$ cat src/rtl/apb_arbiter_if.sv
// Signal bundle between the two APB masters, the arbiter and the shared APB slave bus.
// The arbiter connects through the slave modport; the surrounding system drives the master modport.
interface apb_arbiter_if #(
    parameter int ADDR_WIDTH = 32,
    parameter int DATA_WIDTH = 32
);
    logic [ADDR_WIDTH-1:0] m0_paddr;
    logic [DATA_WIDTH-1:0] m0_pdata;
    logic                  m0_psel;
    logic                  m0_penable;
    logic                  m0_pwrite;
    logic [3:0]            m0_pstb;
    logic [DATA_WIDTH-1:0] m0_prdata;
    logic                  m0_pready;
    logic                  m0_perr;

    logic [ADDR_WIDTH-1:0] m1_paddr;
    logic [DATA_WIDTH-1:0] m1_pdata;
    logic                  m1_psel;
    logic                  m1_penable;
    logic                  m1_pwrite;
    logic [3:0]            m1_pstb;
    logic [DATA_WIDTH-1:0] m1_prdata;
    logic                  m1_pready;
    logic                  m1_perr;

    logic [ADDR_WIDTH-1:0] APB_paddr;
    logic [DATA_WIDTH-1:0] APB_pdata;
    logic                  APB_psel;
    logic                  APB_penable;
    logic                  APB_pwrite;
    logic [3:0]            APB_pstb;
    logic [DATA_WIDTH-1:0] APB_prdata;
    logic                  APB_pready;
    logic                  APB_perr;

    logic                  grant;

    // The arbiter is the slave of both masters and the master of the APB bus.
    modport slave (
        input  m0_paddr, m0_pdata, m0_psel, m0_penable, m0_pwrite, m0_pstb,
        output m0_prdata, m0_pready, m0_perr,
        input  m1_paddr, m1_pdata, m1_psel, m1_penable, m1_pwrite, m1_pstb,
        output m1_prdata, m1_pready, m1_perr,
        output APB_paddr, APB_pdata, APB_psel, APB_penable, APB_pwrite, APB_pstb,
        input  APB_prdata, APB_pready, APB_perr,
        output grant
    );

    modport master (
        output m0_paddr, m0_pdata, m0_psel, m0_penable, m0_pwrite, m0_pstb,
        input  m0_prdata, m0_pready, m0_perr,
        output m1_paddr, m1_pdata, m1_psel, m1_penable, m1_pwrite, m1_pstb,
        input  m1_prdata, m1_pready, m1_perr,
        input  APB_paddr, APB_pdata, APB_psel, APB_penable, APB_pwrite, APB_pstb,
        output APB_prdata, APB_pready, APB_perr,
        input  grant
    );
endinterface

$ cat src/rtl/apb_arbiter.sv
// Two-master APB arbiter: round-robin ownership of one APB bus with a per-transfer
// ready-timeout watchdog. Slave responses are passed combinationally to the owner.
module apb_arbiter #(
    parameter int ADDR_WIDTH = 32,
    parameter int DATA_WIDTH = 32,
    parameter int TIMEOUT    = 255
) (
    input  logic          APB_PCLK,
    input  logic          APB_PRESETn,
    apb_arbiter_if.slave  bus
);
    localparam int         NM           = 2;
    localparam logic [7:0] TIMEOUT_LAST = 8'(TIMEOUT - 1);

    typedef enum logic [1:0] {
        IDLE   = 2'd0,
        SETUP  = 2'd1,
        ACCESS = 2'd2
    } state_t;

    state_t                state_reg;
    logic                  owner_reg;
    logic                  last_owner_reg;
    logic [7:0]            count_reg;
    logic [ADDR_WIDTH-1:0] paddr_reg;
    logic [DATA_WIDTH-1:0] pdata_reg;
    logic                  pwrite_reg;
    logic [3:0]            pstb_reg;
    logic                  psel_reg;
    logic                  penable_reg;

    logic [NM-1:0]         req;
    logic [ADDR_WIDTH-1:0] m_paddr  [NM];
    logic [DATA_WIDTH-1:0] m_pdata  [NM];
    logic [NM-1:0]         m_pwrite;
    logic [3:0]            m_pstb   [NM];
    logic [NM-1:0]         resp_sel;
    logic [NM-1:0]         m_pready;
    logic [NM-1:0]         m_perr;
    logic [DATA_WIDTH-1:0] m_prdata [NM];

    logic other_owner;
    logic idle_owner;
    logic load_owner;
    logic load_en;
    logic xfer_done;
    logic xfer_timeout;
    logic xfer_end;

    // Masters' access-phase strobes carry no information the arbiter needs.
    logic unused_penable;
    assign unused_penable = bus.m0_penable ^ bus.m1_penable;

    assign req         = {bus.m1_psel, bus.m0_psel};
    assign m_paddr[0]  = bus.m0_paddr;
    assign m_paddr[1]  = bus.m1_paddr;
    assign m_pdata[0]  = bus.m0_pdata;
    assign m_pdata[1]  = bus.m1_pdata;
    assign m_pwrite    = {bus.m1_pwrite, bus.m0_pwrite};
    assign m_pstb[0]   = bus.m0_pstb;
    assign m_pstb[1]   = bus.m1_pstb;

    always_comb begin
        other_owner  = ~owner_reg;
        // Prefer the master that was not served last; otherwise the lone requester.
        idle_owner   = req[~last_owner_reg] ? ~last_owner_reg : req[1];
        xfer_done    = (state_reg == ACCESS) && bus.APB_pready;
        xfer_timeout = (state_reg == ACCESS) && !bus.APB_pready && (count_reg == TIMEOUT_LAST);
        xfer_end     = xfer_done || xfer_timeout;
        load_en      = ((state_reg == IDLE) && (|req)) ||
                       (xfer_done && req[other_owner]);
        load_owner   = (state_reg == IDLE) ? idle_owner : other_owner;
    end

    always_ff @(posedge APB_PCLK or negedge APB_PRESETn) begin
        if (!APB_PRESETn) begin
            state_reg      <= IDLE;
            owner_reg      <= 1'b0;
            last_owner_reg <= 1'b1;
            count_reg      <= '0;
            paddr_reg      <= '0;
            pdata_reg      <= '0;
            pwrite_reg     <= 1'b0;
            pstb_reg       <= '0;
            psel_reg       <= 1'b0;
            penable_reg    <= 1'b0;
        end else begin
            if (load_en) begin
                paddr_reg  <= m_paddr[load_owner];
                pdata_reg  <= m_pdata[load_owner];
                pwrite_reg <= m_pwrite[load_owner];
                pstb_reg   <= m_pstb[load_owner];
                owner_reg  <= load_owner;
            end
            case (state_reg)
                IDLE: begin
                    if (load_en) begin
                        state_reg <= SETUP;
                        psel_reg  <= 1'b1;
                    end
                end
                SETUP: begin
                    state_reg   <= ACCESS;
                    penable_reg <= 1'b1;
                end
                ACCESS: begin
                    if (xfer_end) begin
                        last_owner_reg <= owner_reg;
                        count_reg      <= '0;
                        if (load_en) begin
                            // Back-to-back handover to the other master, no idle cycle.
                            state_reg   <= SETUP;
                            penable_reg <= 1'b0;
                        end else begin
                            state_reg   <= IDLE;
                            psel_reg    <= 1'b0;
                            penable_reg <= 1'b0;
                        end
                    end else begin
                        count_reg <= count_reg + 8'd1;
                    end
                end
                default: begin
                    state_reg   <= IDLE;
                    psel_reg    <= 1'b0;
                    penable_reg <= 1'b0;
                end
            endcase
        end
    end

    // A response reaches a master only if it owns the bus and is still selecting.
    generate
        for (genvar gi = 0; gi < NM; gi++) begin : g_resp
            assign resp_sel[gi] = xfer_end && req[gi] && (owner_reg == 1'(gi));
            assign m_pready[gi] = resp_sel[gi];
            assign m_perr[gi]   = resp_sel[gi] && (xfer_timeout || bus.APB_perr);
            assign m_prdata[gi] = (resp_sel[gi] && xfer_done) ? bus.APB_prdata : '0;
        end
    endgenerate

    assign bus.m0_pready   = m_pready[0];
    assign bus.m0_perr     = m_perr[0];
    assign bus.m0_prdata   = m_prdata[0];
    assign bus.m1_pready   = m_pready[1];
    assign bus.m1_perr     = m_perr[1];
    assign bus.m1_prdata   = m_prdata[1];

    assign bus.APB_paddr   = paddr_reg;
    assign bus.APB_pdata   = pdata_reg;
    assign bus.APB_pwrite  = pwrite_reg;
    assign bus.APB_pstb    = pstb_reg;
    assign bus.APB_psel    = psel_reg;
    assign bus.APB_penable = penable_reg;
    assign bus.grant       = owner_reg;
endmodule

$ cat src/flat_wrapper.sv
// flat-port wrapper written by rule: the top's interface ports become plain ports
module apb_arbiter_flat 
#(
    parameter int ADDR_WIDTH = 32,
    parameter int DATA_WIDTH = 32,
    parameter int TIMEOUT    = 255
)
  (APB_PCLK, APB_PRESETn, bus_m0_paddr, bus_m0_pdata, bus_m0_psel, bus_m0_penable, bus_m0_pwrite, bus_m0_pstb, bus_m0_prdata, bus_m0_pready, bus_m0_perr, bus_m1_paddr, bus_m1_pdata, bus_m1_psel, bus_m1_penable, bus_m1_pwrite, bus_m1_pstb, bus_m1_prdata, bus_m1_pready, bus_m1_perr, bus_APB_paddr, bus_APB_pdata, bus_APB_psel, bus_APB_penable, bus_APB_pwrite, bus_APB_pstb, bus_APB_prdata, bus_APB_pready, bus_APB_perr, bus_grant);
  apb_arbiter_if #(.ADDR_WIDTH(ADDR_WIDTH), .DATA_WIDTH(DATA_WIDTH)) bus_i ();
  input  logic APB_PCLK;
  input  logic APB_PRESETn;
  input wire logic [$bits(bus_i.m0_paddr)-1:0] bus_m0_paddr;
  input wire logic [$bits(bus_i.m0_pdata)-1:0] bus_m0_pdata;
  input wire logic [$bits(bus_i.m0_psel)-1:0] bus_m0_psel;
  input wire logic [$bits(bus_i.m0_penable)-1:0] bus_m0_penable;
  input wire logic [$bits(bus_i.m0_pwrite)-1:0] bus_m0_pwrite;
  input wire logic [$bits(bus_i.m0_pstb)-1:0] bus_m0_pstb;
  output wire logic [$bits(bus_i.m0_prdata)-1:0] bus_m0_prdata;
  output wire logic [$bits(bus_i.m0_pready)-1:0] bus_m0_pready;
  output wire logic [$bits(bus_i.m0_perr)-1:0] bus_m0_perr;
  input wire logic [$bits(bus_i.m1_paddr)-1:0] bus_m1_paddr;
  input wire logic [$bits(bus_i.m1_pdata)-1:0] bus_m1_pdata;
  input wire logic [$bits(bus_i.m1_psel)-1:0] bus_m1_psel;
  input wire logic [$bits(bus_i.m1_penable)-1:0] bus_m1_penable;
  input wire logic [$bits(bus_i.m1_pwrite)-1:0] bus_m1_pwrite;
  input wire logic [$bits(bus_i.m1_pstb)-1:0] bus_m1_pstb;
  output wire logic [$bits(bus_i.m1_prdata)-1:0] bus_m1_prdata;
  output wire logic [$bits(bus_i.m1_pready)-1:0] bus_m1_pready;
  output wire logic [$bits(bus_i.m1_perr)-1:0] bus_m1_perr;
  output wire logic [$bits(bus_i.APB_paddr)-1:0] bus_APB_paddr;
  output wire logic [$bits(bus_i.APB_pdata)-1:0] bus_APB_pdata;
  output wire logic [$bits(bus_i.APB_psel)-1:0] bus_APB_psel;
  output wire logic [$bits(bus_i.APB_penable)-1:0] bus_APB_penable;
  output wire logic [$bits(bus_i.APB_pwrite)-1:0] bus_APB_pwrite;
  output wire logic [$bits(bus_i.APB_pstb)-1:0] bus_APB_pstb;
  input wire logic [$bits(bus_i.APB_prdata)-1:0] bus_APB_prdata;
  input wire logic [$bits(bus_i.APB_pready)-1:0] bus_APB_pready;
  input wire logic [$bits(bus_i.APB_perr)-1:0] bus_APB_perr;
  output wire logic [$bits(bus_i.grant)-1:0] bus_grant;
  assign bus_i.m0_paddr = bus_m0_paddr;
  assign bus_i.m0_pdata = bus_m0_pdata;
  assign bus_i.m0_psel = bus_m0_psel;
  assign bus_i.m0_penable = bus_m0_penable;
  assign bus_i.m0_pwrite = bus_m0_pwrite;
  assign bus_i.m0_pstb = bus_m0_pstb;
  assign bus_m0_prdata = bus_i.m0_prdata;
  assign bus_m0_pready = bus_i.m0_pready;
  assign bus_m0_perr = bus_i.m0_perr;
  assign bus_i.m1_paddr = bus_m1_paddr;
  assign bus_i.m1_pdata = bus_m1_pdata;
  assign bus_i.m1_psel = bus_m1_psel;
  assign bus_i.m1_penable = bus_m1_penable;
  assign bus_i.m1_pwrite = bus_m1_pwrite;
  assign bus_i.m1_pstb = bus_m1_pstb;
  assign bus_m1_prdata = bus_i.m1_prdata;
  assign bus_m1_pready = bus_i.m1_pready;
  assign bus_m1_perr = bus_i.m1_perr;
  assign bus_APB_paddr = bus_i.APB_paddr;
  assign bus_APB_pdata = bus_i.APB_pdata;
  assign bus_APB_psel = bus_i.APB_psel;
  assign bus_APB_penable = bus_i.APB_penable;
  assign bus_APB_pwrite = bus_i.APB_pwrite;
  assign bus_APB_pstb = bus_i.APB_pstb;
  assign bus_i.APB_prdata = bus_APB_prdata;
  assign bus_i.APB_pready = bus_APB_pready;
  assign bus_i.APB_perr = bus_APB_perr;
  assign bus_grant = bus_i.grant;
  apb_arbiter #(.ADDR_WIDTH(ADDR_WIDTH), .DATA_WIDTH(DATA_WIDTH), .TIMEOUT(TIMEOUT)) u_core (.APB_PCLK(APB_PCLK), .APB_PRESETn(APB_PRESETn), .bus(bus_i));
endmodule
$ cat config.mk
export PLATFORM = sky130hd
export DESIGN_NAME = apb_arbiter_flat
export DESIGN_NICKNAME = d
export VERILOG_FILES = /design/src/rtl/apb_arbiter_if.sv /design/src/rtl/apb_arbiter.sv /design/src/flat_wrapper.sv
export SDC_FILE = /design/constraint.sdc
export NUM_CORES = 1
export LEC_CHECK = 0
export ABC_AREA = 1
export CAP_MARGIN = 30
export CORE_MARGIN = 8
export CORE_UTILIZATION = 39
export DETAILED_ROUTE_END_ITERATION = 10
export HOLD_SLACK_MARGIN = 0.02
export PLACE_DENSITY_LB_ADDON = 0.08
export SKIP_LAST_GASP = 1
export SYNTH_ARGS = -nofsm -noshare
export SYNTH_HDL_FRONTEND = slang
export SYNTH_SLANG_ARGS = --single-unit
$ cat constraint.sdc
create_clock -name APB_PCLK -period 3.96 [get_ports APB_PCLK]
set_input_delay 0.594 -clock APB_PCLK [delete_from_list [all_inputs] [get_ports APB_PCLK]]
set_output_delay 0.594 -clock APB_PCLK [all_outputs]
set_load 0.1 [all_outputs]
==> summary.txt, run 1 <==
Clock network
  • CTS tree: yes
  • Htree depth: 3
  • Post-CTS Hold Fix Bufs: 0
  • Sink Count: 83
  • Cts repair resizes: 0
  • Clock Latency Late Sink: 0.33 ns
  • Setup Buffers After CTS: 0
  • Root Buffer: clkbuf_16
  • Buffer depth of the longest clock path: 2
  • Number of CTS-inserted buffers: 9
  • Clock transition at the registers of the reported paths: around 0.060 ns

Synthesis
  • Top_reg_cell synth: dfrtp_1
  • Area leader, netlist: dfrtp_1
  • Syn Inst Count: 659
  • Yosys warnings: 0
  • Synth unique cells: 24
  • FF+latch count, synth: 83
  • Top cells by count, synth: nand2_1 (168), inv_1 (114), o21ai_1 (90)
  • Syn_nets: about 840
  • Cell area after synthesis: between 4000 and 5000 sq um
  • Top post-synthesis cells by area: dfrtp_1 (43%), nand2_1 (13%), o21ai_1 (9.5%), inv_1 (9.0%), nor2_1 (6.6%)
  • Seq/Total Area, Yosys: between 40% and 50%
  • Syn avg cell area: 7.20 sq um
  • Post-synth ARST share: 100%
  • Number of synthesized flops with an enable pin: 0
  • Most numerous cell in the Yosys netlist: nand2_1
  • Top cell type's share of synthesized area: between 40% and 50%

Critical path
  • Critical path launch point: bus_APB_pready
  • Endpoint type of the worst setup path: output port
  • Worst Path Buf+Inv: 4
  • Cell depth of the worst flop-to-flop path: 7
  • Setup CP Type: in2out
  • Worst path slowest cell: clkdlybuf4s50_1
  • Worst R2R Start: u_core.state_reg[1]
  • Crit-path max FO: 8
  • Worst Setup EP: bus_m0_perr
  • Crit-path leading delay family: buffers and inverters
  • Worst endpoint required time: ~3.4 ns
  • Flop-to-flop setup slack: roughly 1.8 ns
  • Cell-by-cell trace of the critical path: clkdlybuf4s50_1, inv_1, nor2_8, inv_1, nand2_1, nand3_1, nor2_1, buf_4
  • Critical R2R Capture: u_core.bus.APB_paddr[10]
  • CP startpoint kind: input port
  • CP dominant cell by count: inv_1
  • Critical Path AT: ~2.2 ns
  • WP depth: 8
  • CP peak stage delay: about 0.48 ns

Detailed routing
  • Drt total wl: 17.2 mm
  • 1st-pass router iterations: 4
  • Top Metal Used: met4
  • Via Count: 5183
  • Routed len/inst: 15.5 um
  • DR WL met3: 1.58 mm
  • DRT iter0 DRCs: just over 200
  • ANT nets after route: 0
  • DRC Markers: 0
  • Via density: about 4.7
  • Met2 WL: approximately 9.0 mm
  • Metal1 wirelength: 6.11 mm

Final layout
  • Final instance area: roughly 8500 sq um
  • Final cell count without fillers: 1110
  • Register cell area after layout: a little over 2000 sq um
  • Area occupied by multi-input gates: 1980 sq um
  • Nets@finish: between 1000 and 1500
  • Synth-to-Final Area Change: 79.4%
  • Layout cells sized above 1: between 10% and 20%
  • Util after Layout: about 70%
  • Fillers: approximately 970

Pwr
  • PwrDens: between 900 and 1000 nW/um^2
  • Lkg Pwr: ~4.1 nW
  • Peak supply drop: roughly 680 uV
  • Total chip power: 8.24 mW

Global route
  • GRT Total Usage: 21.2%
  • Global-route wire length before repair: ~27 mm
  • Remaining global-route overflow: 0
  • Largest net degree at the start of global routing: 82
  • Vias in the first global route: between 5000 and 6000
  • Initial antenna violation count: 1

STA
  • Setup ws final: 1.14 ns
  • RSZ-0062 raised after global routing: no
  • Fin Clk Skew: approximately 0.0063 ns
  • Fin crit period: about 2.8 ns
  • Setup violators final: 0
  • Slew margin rel.: a little under a third
  • Final Max Slew Viols: 0
  • Slew @ Worst Pin: around 1.0 ns
  • TNS Setup: 0 ns
  • WHS: 0.141 ns
  • Period utilization: between 70% and 80%
  • F_max: 355 MHz
  • Count of final hold-check violations: 0

Placed design
  • Placed Area: between 8000 and 9000 sq um
  • Post-Place Worst Slack: 0.748 ns
  • DP Cell Count: roughly 1100
  • GP Congestion: around 0.86
  • PortBufs: roughly 320
  • Post-DP HPWL: approximately 14 mm

Status
  • Outcome: complete, no violations

Die
  • Chip Height: about 130 um
  • Die width: ~130 um
  • Die area: 15900 sq um
  • Initial Util: 39.7%
  • I/O pin cnt: between 300 and 400
  • Row count: 40
  • Core area: 12000 sq um

Worst hold path
  • Worst Hold Class: in2async

Run
  • MaxCap Viol Count: 0
==> final cells by class <==
type,instances,area share (%)
sequential,83,24.4
multi-input combinational,423,23.3
timing repair buffer,323,41.4
inverter,117,5.19
tap,147,2.16
clock buffer,15,3.38
antenna,1,0.0294
clock inverter,1,0.0882
==> cells in the final DEF (no fill, tap or decap), types with 2 or more instances in the layout <==
cell and count:
clkbuf_1 2, o21ai_1 90, inv_1 114, inv_2 2
dfrtp_1 82, a21oi_1 6, o21ai_2 30, nor2_1 83
clkbuf_8 4, ha_1 2, nand3_1 12, clkdlybuf4s50_1 246
o21ai_0 22, clkbuf_16 9, buf_16 3, buf_12 34
nand2_1 168, buf_4 40, nand2_4 4
==> power by group <==
group	internal, mW	total (mW)	switching, mW
Combinational	1.46	5.92	4.45
Clock	0.494	0.812	0.318
Sequential	1.28	1.51	0.233
==> worst min-delay path by stage <==
stage                         from  slack (ns)  depth (start not counted)                       to
2_1_floorplan          APB_PRESETn        0.30                          0  u_core.bus.APB_paddr[0]
3_3_place_gp   u_core.bus.APB_psel        0.46                          2      u_core.bus.APB_psel
3_5_place_dp   u_core.bus.APB_psel        0.47                          2      u_core.bus.APB_psel
4_1_cts                APB_PRESETn        0.14                          1  u_core.bus.APB_paddr[9]
5_1_grt                APB_PRESETn        0.16                          1  u_core.bus.APB_paddr[9]
6_report               APB_PRESETn        0.14                          1  u_core.bus.APB_paddr[9]
==> cells by family (layout without fill, tap and decap cells) <==
family                   count (synthesis)  in the layout  synth area share [%]
AO/OA/AOI/OAI                          148            148                  18.0
buffers and inverters                  153            456                  14.5
other                                    0              1                     0
adder cells (fa/ha/maj)                  2              2                 0.527
XOR/XNOR                                 2              2                 0.369
AND/OR/NAND/NOR                        271            271                  22.8
flip-flops                              83             83                  43.8
==> layer usage <==
layer / GRT usage [%] / vias up
met5: 0 / -
met4: 9.55 / 0
met3: 8.48 / 37
met2: 39.1 / 211
met1: 20.2 / 2315
li1: - / 2620
Power figures use the tool's default switching activity.
==> inputs of run 2 (changes only) <==
CORE_UTILIZATION = 36   (was 39)
clock period = 2.6 ns   (was 3.96 ns; I/O delays follow)
==> run 2 against run 1 <==
Routed wire length grew 4.9%. Core utilization shrank 2.2 points. Clock power grew 53%. Combinational power grew 50%. Global-route usage shrank 0.64 points. Sequential share of layout area shrank 1.3 points. Via count grew 0.15%. Critical path type is now reg2out.
==> summary.txt, run 2 (synthesis gave the netlist of run 1 again) <==
Die
  • Row count: between 40 and 50
  • Chip Height: around 130 um
  • I/O pin cnt: ~320
  • Die width: roughly 130 um
  • Initial Util: 36.4%
  • Die area: between 15000 and 20000 sq um
  • Core area: about 13000 sq um

Placed design
  • Post-DP HPWL: about 15 mm
  • PortBufs: 315
  • GP Congestion: between 0.9 and 1
  • DP Cell Count: between 1000 and 1500

Detailed routing
  • Drt total wl: 18.0 mm
  • DRT iter0 DRCs: just under 200
  • Via density: around 4.6
  • Routed len/inst: between 15 and 20 um
  • ANT nets after route: 0
  • Via Count: between 5000 and 6000
  • DRC Markers: 0
  • 1st-pass router iterations: 4

Critical path
  • CP startpoint kind: flip-flop
  • Cell-by-cell trace of the critical path: inv_1, ha_1, inv_1, nor2_1, nand3_1, nand2_1, nand3_1, nor2_2, buf_12
  • Critical path launch point: u_core.count_reg[0]
  • Endpoint type of the worst setup path: output port
  • Worst endpoint required time: 2.21 ns
  • Cell depth of the worst flop-to-flop path: 7
  • Flop-to-flop setup slack: slightly above 0.8 ns
  • CP peak stage delay: approximately 0.38 ns
  • Critical R2R Capture: u_core.bus.APB_pdata[28]
  • Worst path slowest cell: dfrtp_1
  • Setup CP Type: reg2out
  • Crit-path leading delay family: simple AND/OR/NAND/NOR gates
  • Crit-path max FO: 5
  • Worst Path Buf+Inv: 3
  • Worst R2R Start: u_core.state_reg[1]
  • Critical Path AT: about 1.9 ns

STA
  • Setup violators final: 0
  • TNS Setup: 0 ns
  • Fin Clk Skew: 0.00809 ns
  • Final Max Slew Viols: 0
  • Fin crit period: 2.29 ns
  • Slew @ Worst Pin: about 0.65 ns
  • RSZ-0062 raised after global routing: no
  • Period utilization: between 80 and 90%
  • F_max: approximately 440 MHz
  • Count of final hold-check violations: 0
  • Slew margin rel.: between 50 and 60%

Final layout
  • Fillers: roughly 1100
  • Layout cells sized above 1: 26.7%
  • Number of antenna diodes: 0
  • Synth-to-Final Area Change: 89.5%
  • Most common cell after layout, fill and taps aside: clkdlybuf4s50_1
  • Nets@finish: ~1100
  • Commonest non-fill, non-tap cells in the layout: clkdlybuf4s50_1 (174), nand2_1 (167), inv_1 (114)
  • Util after Layout: between 60% and 70%
  • Final cell count without fillers: about 1100

Clock network
  • Root Buffer: clkbuf_16
  • Buffer depth of the longest clock path: 2
  • Clock transition at the registers of the reported paths: roughly 0.060 ns
  • Setup Buffers After CTS: 0
  • Htree depth: 3
  • Clock Latency Late Sink: about 0.33 ns
  • Sink Count: 83
  • Number of CTS-inserted buffers: 9
  • Post-CTS Hold Fix Bufs: 0
  • Cts repair resizes: 0
  • CTS tree: yes

Global route
  • Vias in the first global route: approximately 5400
  • Largest net degree at the start of global routing: 140
  • GRT Total Usage: between 20% and 30%
  • Initial antenna violation count: 0
  • Global-route wire length before repair: 27.1 mm
  • Remaining global-route overflow: 0

Pwr
  • PwrDens: around 1400 nW/um^2
  • Peak supply drop: slightly above 800 uV
  • Lkg Pwr: between 4 and 5 nW

Run
  • MaxCap Viol Count: 0

Worst hold path
  • Worst Hold Class: in2async

Status
  • Outcome: complete, no violations
-- run 2: report_power, final --
group | total, mW | internal, mW | switching [mW]
Combinational | 8.90 | 2.10 | 6.80
Clock | 1.24 | 0.756 | 0.480
Sequential | 2.33 | 1.95 | 0.375
Total | 12.5 | 4.80 | 7.66
-- run 2: worst max path at each step --
stage,to,cells after the start
6_report,bus_m0_perr,9
5_1_grt,bus_m0_perr,9
4_1_cts,bus_m0_perr,9
3_5_place_dp,bus_m0_prdata[19],7
3_3_place_gp,bus_m0_prdata[0],7
2_1_floorplan,bus_m0_prdata[17],4
-- run 2: stage by stage --
step	instance area, sq um	hold WS (ns)	setup WS (ns)	total power, mW
2_1_floorplan	4920	0.0944	-0.247	9.30
3_3_place_gp	8700	0.445	0.334	11.1
3_5_place_dp	8700	0.459	0.316	11.3
4_1_cts	8990	0.0950	0.275	12.6
6_report	8990	0.0727	0.311	12.5
5_1_grt	8990	0.116	0.157	13.1
-- run 2: final cells by class --
type                       instances  area (sq um)  area share, %
tap                              176           220           2.45
multi-input combinational        423          2160           24.1
sequential                        83          2080           23.1
timing repair buffer             323          3800           42.3
clock buffer                      11           243           2.70
clock inverter                     3          40.0          0.445
inverter                         117           442           4.91
-- run 2: metal layers --
| layer | track usage [%] | part of all wire (%) |
|---|---|---|
| met1 | 20.3 | 36 |
| met2 | 38.6 | 53 |
| met3 | 7.02 | 9.0 |
| met4 | 7.70 | 2.9 |
| met5 | 0 | 0 |
